$ cat config.mk
export PLATFORM = sky130hd
export DESIGN_NAME = des3_bist_ctrl
export DESIGN_NICKNAME = d
export VERILOG_FILES = /design/src/rtl/des3_bist_pkg.sv /design/src/rtl/des3_lfsr8.sv /design/src/rtl/des3_bist_ctrl.sv
export SDC_FILE = /design/constraint.sdc
export NUM_CORES = 1
export LEC_CHECK = 0
export BUFFER_PORTS_ARGS = -buffer_cell sky130_fd_sc_hd__buf_4
export CORE_UTILIZATION = 50
export DETAILED_ROUTE_END_ITERATION = 10
export PLACE_DENSITY = 0.82
export SYNTH_ARGS = -nofsm -noshare
export SYNTH_HDL_FRONTEND = slang
export SYNTH_SLANG_ARGS = --single-unit
$ cat constraint.sdc
create_clock -name clk -period 2.65 [get_ports clk]
set_input_delay 0.265 -clock clk [delete_from_list [all_inputs] [get_ports clk]]
set_output_delay 0.265 -clock clk [all_outputs]
set_load 0.1 [all_outputs]
$ cat src/rtl/des3_bist_pkg.sv
// des3_bist_pkg -- shared types and constants for the 3DES BIST controller.
//   bist_state_e : controller FSM states
//   DEC_MODE_*   : dec_mode encodings (encrypt / decrypt / alternate)
//   LFSR_W       : lane width of the pattern generator
//   LFSR_TAPS    : taps b[7],b[5],b[4],b[3]; feedback is inverted (XNOR) so
//                  the all-zero state is a legal start point
package des3_bist_pkg;

  typedef enum logic [1:0] {
    ST_IDLE = 2'd0,
    ST_RUN  = 2'd1,
    ST_DONE = 2'd2
  } bist_state_e;

  localparam logic [1:0] DEC_MODE_ENC   = 2'b00;
  localparam logic [1:0] DEC_MODE_DEC   = 2'b01;
  localparam logic [1:0] DEC_MODE_ALT   = 2'b10;
  localparam logic [1:0] DEC_MODE_ALT_B = 2'b11;

  localparam int              LFSR_W    = 8;
  localparam logic [LFSR_W-1:0] LFSR_TAPS = 8'hB8;

  // One lane step: shift left, XNOR of the tapped bits enters at bit 0.
  function automatic logic [LFSR_W-1:0] lfsr8_step(input logic [LFSR_W-1:0] b);
    return {b[LFSR_W-2:0], ~^(b & LFSR_TAPS)};
  endfunction

endpackage

$ cat src/rtl/des3_lfsr8.sv
// des3_lfsr8 -- combinational single step of one 8-bit pattern lane.
//   i_b : current lane value
//   o_b : lane value after one LFSR step
module des3_lfsr8
  import des3_bist_pkg::*;
(
  input  logic [LFSR_W-1:0] i_b,
  output logic [LFSR_W-1:0] o_b
);

  assign o_b = lfsr8_step(i_b);

endmodule

$ cat src/rtl/des3_bist_ctrl.sv
// des3_bist_ctrl -- BIST sequencer for a 3DES core.
// Drives pattern vectors (desIn) and keys from per-byte LFSR lanes, holds each
// vector WAIT_CYCLES+1 cycles, then compacts desOut into a rotating MISR.
// Ports:
//   clk, rst    : clock, synchronous active-high reset
//   start       : begin a run (honoured in IDLE and DONE only)
//   dec_mode    : 00 encrypt, 01 decrypt, 1x alternate starting with encrypt
//   desOut      : cipher result, captured on the last cycle of each vector
//   decrypt     : direction for the current vector
//   desIn, keys : current vector / key set (key i at keys[KEY_W*i +: KEY_W])
//   busy, done  : RUN / DONE status
//   signature   : compacted response
//   vec_count   : index of the current vector
// Build option: define DES3_BIST_MISR_EN to build the signature register;
// otherwise signature is tied to 0 and desOut is ignored.
module des3_bist_ctrl
  import des3_bist_pkg::*;
#(
  parameter int DATA_W      = 64,
  parameter int KEY_W       = 56,
  parameter int NUM_KEYS    = 3,
  parameter int WAIT_CYCLES = 30,
  parameter int NUM_VECTORS = 256
) (
  input  logic                      clk,
  input  logic                      rst,
  input  logic                      start,
  input  logic [1:0]                dec_mode,
  input  logic [DATA_W-1:0]         desOut,
  output logic                      decrypt,
  output logic [DATA_W-1:0]         desIn,
  output logic [NUM_KEYS*KEY_W-1:0] keys,
  output logic                      busy,
  output logic                      done,
  output logic [DATA_W-1:0]         signature,
  output logic [15:0]               vec_count
);

  localparam int TOT_W     = DATA_W + NUM_KEYS*KEY_W;
  localparam int NUM_LANES = TOT_W / LFSR_W;
  localparam int CNT_W     = ($clog2(WAIT_CYCLES+1) > 5) ? $clog2(WAIT_CYCLES+1) : 5;

  if ((TOT_W % LFSR_W) != 0) begin : g_bad_width
    $error("des3_bist_ctrl: DATA_W + NUM_KEYS*KEY_W must be a multiple of 8");
  end
  if (NUM_VECTORS < 1 || NUM_VECTORS > 65535) begin : g_bad_nvec
    $error("des3_bist_ctrl: NUM_VECTORS must be in 1..65535");
  end

  bist_state_e        r_state, w_state_nxt;
  logic [CNT_W-1:0]   r_cnt, w_cnt_nxt;
  logic [15:0]        r_vec, w_vec_nxt;
  logic [TOT_W-1:0]   r_lfsr, w_lfsr_nxt, w_lfsr_step;
  logic               r_dec, w_dec_nxt;
  logic               w_capture, w_last_vec, w_alt;

  // {keys, desIn} packed as byte lanes, each stepped independently.
  for (genvar i = 0; i < NUM_LANES; i++) begin : g_lane
    des3_lfsr8 u_lane (
      .i_b(r_lfsr[LFSR_W*i +: LFSR_W]),
      .o_b(w_lfsr_step[LFSR_W*i +: LFSR_W])
    );
  end

  assign w_capture  = (r_state == ST_RUN) && (r_cnt == CNT_W'(WAIT_CYCLES));
  assign w_last_vec = (r_vec == 16'(NUM_VECTORS-1));
  assign w_alt      = (dec_mode == DEC_MODE_ALT) || (dec_mode == DEC_MODE_ALT_B);

  always_comb begin
    w_state_nxt = r_state;
    w_cnt_nxt   = r_cnt;
    w_vec_nxt   = r_vec;
    w_lfsr_nxt  = r_lfsr;
    w_dec_nxt   = r_dec;
    case (r_state)
      ST_IDLE, ST_DONE: begin
        if (start) begin
          w_state_nxt = ST_RUN;
          w_cnt_nxt   = '0;
          w_vec_nxt   = '0;
          w_lfsr_nxt  = '0;
          w_dec_nxt   = (dec_mode == DEC_MODE_DEC);
        end
      end
      ST_RUN: begin
        if (!w_capture) begin
          w_cnt_nxt = r_cnt + 1'b1;
        end else if (w_last_vec) begin
          // Final capture: vector state freezes for inspection in DONE.
          w_state_nxt = ST_DONE;
          w_cnt_nxt   = '0;
        end else begin
          w_cnt_nxt  = '0;
          w_vec_nxt  = r_vec + 16'd1;
          w_lfsr_nxt = w_lfsr_step;
          if (w_alt) w_dec_nxt = ~r_dec;
        end
      end
      default: w_state_nxt = ST_IDLE;
    endcase
  end

  always_ff @(posedge clk) begin
    if (rst) begin
      r_state <= ST_IDLE;
      r_cnt   <= '0;
      r_vec   <= '0;
      r_lfsr  <= '0;
      r_dec   <= 1'b0;
    end else begin
      r_state <= w_state_nxt;
      r_cnt   <= w_cnt_nxt;
      r_vec   <= w_vec_nxt;
      r_lfsr  <= w_lfsr_nxt;
      r_dec   <= w_dec_nxt;
    end
  end

`ifdef DES3_BIST_MISR_EN
  logic [DATA_W-1:0] r_sig;

  always_ff @(posedge clk) begin
    if (rst) begin
      r_sig <= '0;
    end else if ((r_state != ST_RUN) && start) begin
      r_sig <= '0;
    end else if (w_capture) begin
      r_sig <= {r_sig[DATA_W-2:0], r_sig[DATA_W-1]} ^ desOut;
    end
  end

  assign signature = r_sig;
`else
  logic w_unused_desout;
  assign w_unused_desout = ^desOut;
  assign signature       = '0;
`endif

  assign desIn     = r_lfsr[DATA_W-1:0];
  assign keys      = r_lfsr[TOT_W-1:DATA_W];
  assign decrypt   = r_dec;
  assign busy      = (r_state == ST_RUN);
  assign done      = (r_state == ST_DONE);
  assign vec_count = r_vec;

endmodule

==> run_results.csv, run 1 <==
group,metric,value,unit
clocking,numCtsBuffers,27,
timing,finalMaxSlewViolations,0,
timing,fmax,407,MHz
synth,syn_area_per_cell,8.05,um2
grt,use_met2,36.7,%
synth,syn_inst,1349,
placement,place_congestion,0.818,
route,wl_per_cell,14.6,um
synth,netlist_area,10900,um2
cells_and_area,n_antenna_cell,0,
route,drtIter0Drc,536,
synth,yosys.area_share.simple,22.6,%
clocking,clock_latency,0.52,ns
clocking,h-tree-depth,1,
timing,rsz0062_at_grt,"false",
clocking,hold_buffers,0,
status,status,"complete, no violations",
setup_path,crit_path_end_kind,"primary output",
synth,synth_area_leaders,"dfxtp_1, a21oi_1, nand3_1, nand2_1, xnor2_1",
power,fin_total_pwr,0.00854,W
timing,min_period,2.46,ns
timing,holdWs,0.0564,ns
route,routed_via_density,5.35,
synth,synth_xor_area_share,7.01,%
synth,synth-adder-area-share,0.346,%
timing,tns,0,ns
clocking,post_cts_resized,0,
route,post-route-drc-count,0,
min_path,hold_end,"r_state[1]$_SDFFE_PP0P_",
cells_and_area,fillers,1777,
setup_path,r2r_slack,0.28,ns
floorplanning,core_area,21200,um2
power,ir_worst_vdd,0.523,mV
synth,synth_cell_types,38,
placement,dpl.hpwl,16.9,mm
grt,gr-usage-met1,28.9,%
synth,synth_edf_count,0,
run,max-cap-violations,0,
route,first_pass_iters,5,
route,ant_nets,0,
grt,grt.busiest_layer,"met2",
setup_path,crit_type,"reg2out",
cells_and_area,stdcell_count,1836,
timing,hold_violations,0,
synth,yosysTopAreaCellShare,47.2,%
setup_path,arrival,2.19,ns
cells_and_area,nets,1616,
grt,antenna_found_initial,0,
clocking,clk_path_buf_depth,3,
synth,synth_top_family_by_area,"simple AND/OR/NAND/NOR gates",
route,vias,9818,
synth,ys.flop_type,"dfxtp_1",
placement,dp_cells,1790,
grt,gr-total-overflow,0,
floorplanning,dieArea,22300,um2
power,p_leak,4.99,nW
synth,synth.largest_area_cell,"dfxtp_1",
clocking,post_cts_buffers,0,
timing,tightest_slew,0.823,ns
timing,finalCritPeriodShare,92.8,%
grt,grt_pass1_wl,42.2,mm
grt,grtUsageMet3,4.98,%
floorplanning,start_util,51.4,%
min_path,hold_path_class,"in2reg",
synth,synth_compound_area_share,13.6,%
synth,ys_seq_area_share,47.2,%
route,routed_wl,26.8,mm
setup_path,worstReg2RegStart,"vec_count[0]$_SDFFE_PP0P_",
setup_path,required,2.38,ns
timing,relSlewSlack,45.1,%
floorplanning,rows,53,
timing,finalClockSkew,0.0170,ns
clocking,cts_tree,"built",
synth,yosys_warnings,0,
clocking,root_buffer,"clkbuf_16",
cells_and_area,drive_gt1_share,20.2,%
grt,grt_pass1_vias,8503,
synth,synth_mux_area_share,0,%
grt,globalRouteTotalUtil,22.5,%
setup_path,r2r-end,"r_lfsr[58]$_SDFFE_PP0P_",
synth,async_reset_ff_share,0,%
cells_and_area,area_growth,24.1,%
grt,grt_max_degree,147,
setup_path,crit_path_start_kind,"flip-flop",
placement,portBuffers,255,
synth,ys_ff_latch,256,
power,power_per_cell_area,634,nW/um2
min_path,holdCritStartpoint,"rst",
setup_path,reg2reg_depth,8,
clocking,clk_pin_slew,0.06,ns
floorplanning,io_pins,384,
min_path,worstHoldPathCells,2,
floorplanning,die_x,149,um
setup_path,critPathMaxFanout,62,
timing,finalSetupViolations,0,
floorplanning,die_height,149,um
clocking,clock-sinks,256,
synth,yosysMostFrequentCell,"dfxtp_1",
synth,synthTopCellsByCount,"dfxtp_1, nand2_1, a21oi_1",
logic make-up (layout without fill, tap and decap cells):
| logic type | count (synthesis) | after routing |
|---|---|---|
| AOI/OAI and AO/OA | 283 | 283 |
| DFF | 256 | 256 |
| buffers and inverters | 175 | 324 |
| adders and majority gates | 3 | 3 |
| other | 1 | 64 |
| and+or+nand+nor | 544 | 544 |
| xor gates and xnor gates | 87 | 87 |
cell usage in the layout, fill, tap and decap left out, types with 16 or more instances in the layout:
| cell | netlist | routed |
|---|---|---|
| clkbuf_16 | 0 | 27 |
| nand3_1 | 239 | 239 |
| o21ai_0 | 17 | 17 |
| dfxtp_1 | 256 | 256 |
| buf_4 | 87 | 262 |
| nor2_1 | 16 | 16 |
| conb_1 | 1 | 64 |
| xnor2_1 | 87 | 87 |
| a21oi_1 | 247 | 247 |
| nand2_1 | 251 | 251 |
final cells by class:
cell class,count,area (um2),area share [%]
sequential,256,5120,38.0
multi-input combinational,981,4970,36.9
timing repair buffer,274,2200,16.3
clock buffer,42,772,5.73
tap,275,344,2.55
clock inverter,4,45.0,0.334
inverter,4,20.0,0.149
metal layers:
layer	vias to the layer above	part of all wire, %	wire, um
met5	-	0	0
met4	0	3.2	861
met3	57	7.0	1870
met2	317	49	13000
met1	4619	41	11100
li1	4825	-	-
sequential cells by signal, indices dropped and copies added, names as in the netlist:
register	flops
r_lfsr	232
r_cnt	5
r_state	2
vec_count	16
decrypt	1
worst max-delay path by stage:
stage | from | to | slack, ns | cells past startpoint
2_1_floorplan | vec_count[0]$_SDFFE_PP0P_ | r_lfsr[13]$_SDFFE_PP0P_ | 0.02 | 8
3_3_place_gp | vec_count[0]$_SDFFE_PP0P_ | r_lfsr[170]$_SDFFE_PP0P_ | 0.41 | 8
3_5_place_dp | vec_count[0]$_SDFFE_PP0P_ | r_lfsr[13]$_SDFFE_PP0P_ | 0.36 | 8
4_1_cts | r_state[0]$_SDFFE_PP0P_ | busy | 0.19 | 3
5_1_grt | r_state[0]$_SDFFE_PP0P_ | busy | 0.03 | 3
6_report | r_state[0]$_SDFFE_PP0P_ | busy | 0.19 | 3
stage by stage:
stage                     area, um2  util, %  setup WS (ns)
after floorplan               11100        -         0.0228
after global placement        12700     59.9          0.413
after detailed placement      12700     59.9          0.355
after CTS                     13500     63.7          0.192
after global routing          13500     63.7         0.0298
final                         13500     63.7          0.191
critical path, stage by stage, from the launching register on:
cell and delay, ns:
dfxtp_1 0.39, nand2b_1 0.33, inv_6 0.54, buf_4 0.39
report_power, final:
part           internal [W]  total [W]  switching, W  leakage, nW
logic              0.000134    0.00111      0.000972         2.52
registers           0.00388    0.00390     0.0000250         2.06
clock network       0.00208    0.00353       0.00145        0.400
total               0.00609    0.00854       0.00245         4.99
(Power assumes the default switching activity.)
==> run 2, diff against run 1 <==
- ABC_AREA: unset -> 1
- CORE_ASPECT_RATIO: unset -> 2
- PLACE_DENSITY: 0.82 -> 0.8
==> run 2 against run 1 <==
Net effect: sequential power is 48% higher; die area is 19% higher; sequential share of layout area is 4.7 points lower; cell count is 35% higher; register-to-register slack worse by 0.07 ns; largest power group is now combinational cells; flip-flop and latch count stayed put; largest cell class is now multi-input gates; cell area is 14% higher; routed wire length is 27% higher.
==> run_results.csv, run 2 <==
group,metric,value,unit
placement,place_congestion,0.891,
route,wl_per_cell,13.8,um
timing,fmax,393,MHz
route,routed_wl,34.1,mm
floorplanning,io_pins,384,
setup_path,path_cells,"inv_2 -> nor2_4 -> buf_12 -> buf_4",
clocking,numCtsBuffers,24,
synth,ys_ff_latch,256,
synth,synth.largest_area_cell,"dfxtp_1",
clocking,h-tree-depth,1,
synth,yosysTopAreaCellShare,39.6,%
clocking,clk_path_buf_depth,3,
floorplanning,start_util,51.2,%
timing,tightest_slew,1.05,ns
clocking,clock_latency,0.52,ns
run,max-cap-violations,0,
setup_path,crit_path_start_kind,"flip-flop",
setup_path,crit_path_max_incr_delay,0.50,ns
clocking,clk_pin_slew,0.07,ns
placement,dp_cells,2433,
clocking,cts_tree,"built",
synth,synth_area_leaders,"dfxtp_1, nand2_1, nor2_1, nand3_1, xnor2_1",
floorplanning,dieArea,26500,um2
setup_path,crit_type,"reg2out",
timing,min_period,2.55,ns
floorplanning,core_area,25200,um2
timing,hold_violations,0,
status,status,"complete, no violations",
cells_and_area,nets,2196,
route,vias,12600,
timing,relSlewSlack,30.0,%
floorplanning,die_height,229,um
setup_path,critPathMaxFanout,146,
route,routed_via_density,5.08,
setup_path,required,2.38,ns
synth,yosys_warnings,0,
cells_and_area,largest_reg_flops,232,
timing,finalCritPeriodShare,96.1,%
synth,syn_inst,1964,
setup_path,crit_path_end_kind,"primary output",
synth,ys_seq_area_share,39.6,%
setup_path,arrival,2.28,ns
power,power_per_cell_area,1470,nW/um2
cells_and_area,final-seq-area,5120,um2
synth,syn_area_per_cell,6.58,um2
grt,globalRouteTotalUtil,24.7,%
cells_and_area,regMostFlops,"r_lfsr",
power,p_leak,7.08,nW
clocking,post_cts_buffers,0,
setup_path,cp_slowest_cell,"buf_12",
route,first_pass_iters,5,
timing,holdWs,0.0426,ns
clocking,clock-sinks,256,
cells_and_area,final_util,60.9,%
synth,ys.flop_type,"dfxtp_1",
placement,dpl.hpwl,21.1,mm
route,post-route-drc-count,0,
placement,dpl_cell_area,14500,um2
clocking,hold_buffers,0,
route,drtIter0Drc,953,
clocking,root_buffer,"clkbuf_16",
setup_path,worst-path-buf-inv,3,
cells_and_area,area_growth,18.9,%
synth,netlist_area,12900,um2
synth,synth_cell_types,26,
grt,grt_pass1_vias,11300,
setup_path,path_delay_family,"buffers and inverters",
grt,antenna_found_initial,0,
synth,yosysMostFrequentCell,"nand2_1",
timing,tns,0,ns
synth,async_reset_ff_share,0,%
cells_and_area,post-route-cell-area,15400,um2
floorplanning,die_x,116,um
cells_and_area,stdcell_count,2478,
floorplanning,rows,82,
synth,synth_edf_count,0,
timing,finalClockSkew,0.0161,ns
timing,rsz0062_at_grt,"false",
cells_and_area,final_cell_mix,"nand2_1, nor2_1, nand3_1",
cells_and_area,n_antenna_cell,0,
grt,grt_pass1_wl,54.1,mm
timing,finalMaxSlewViolations,0,
clocking,post_cts_resized,0,
grt,grt_max_degree,233,
min_path,hold_path_class,"in2reg",
cells_and_area,final_common_cell,"nand2_1",
cells_and_area,fillers,2328,
timing,finalSetupViolations,0,
placement,portBuffers,255,
route,ant_nets,0,
cells_and_area,drive_gt1_share,15.0,%
cells_and_area,multiInputGateArea,6690,um2
synth,synthTopCellsByCount,"nand2_1, nor2_1, nand3_1",
power,ir_worst_vdd,0.792,mV
grt,gr-total-overflow,0,
## run 2: cell types whose count changed in the layout (fill, tap and decap cells not counted), sizes merged, moves of 5 or more
cell    previous run  this run
and3               6         0
or3                6         0
buf              274       268
o21ai             18         4
nand3            239       278
nand2b             4        58
a21oi            248        31
inv                4        43
o31ai              5         0
nor2              17       502
xnor2             87        58
nand2            251       517
## run 2: through the flow
stage | worst slack (ns) | total power, W
2_1_floorplan | 0.0722 | 0.0169
3_3_place_gp | 0.227 | 0.0189
3_5_place_dp | 0.178 | 0.0191
4_1_cts | 0.111 | 0.0227
5_1_grt | 0.00394 | 0.0238
6_report | 0.103 | 0.0226
## run 2: layout make-up
type	count	area share, %
clock inverters	7	0.643
multi-input cells	1530	43.5
clock buffers	37	4.62
repair buffers	269	14.0
inverters	43	1.12
well taps	336	2.74
flip-flops and latches	256	33.3
## run 2: routing by layer
metal	part of all wire [%]	routed length, um	vias up	track usage, %
met5	0	0	-	0
met4	4.7	1620	0	13.2
met3	5.9	2000	89	3.73
met2	52	17900	438	44.8
met1	37	12600	5776	26.8
li1	-	-	6284	-
## run 2: logic make-up after synthesis
family,synth area share [%]
AO/OA/AOI/OAI,1.35
XOR/XNOR,4.06
adder cells (fa/ha/maj),0.290
buffers and inverters,10.6
other,0.0290
AND/OR/NAND/NOR,44.0
flip-flops,39.6
## run 2: final timing paths
kind | startpoint | end | slack [ns] | cells after the start
max | r_state[0]$_SDFFE_PP0P_ | busy | 0.10 | 4
min | rst | vec_count[7]$_SDFFE_PP0P_ | 0.04 | 2
max reg2reg | vec_count[0]$_SDFFE_PP0P_ | r_lfsr[159]$_SDFFE_PP0P_ | 0.21 | 13
min reg2reg | r_cnt[4]$_SDFFE_PP0P_ | r_cnt[4]$_SDFFE_PP0P_ | 0.47 | 2
## run 2: power by group
part,internal [W],total [W],switching [W]
sequential,0.00479,0.00578,0.000990
combinational,0.00291,0.0133,0.0104
clock,0.00205,0.00355,0.00150
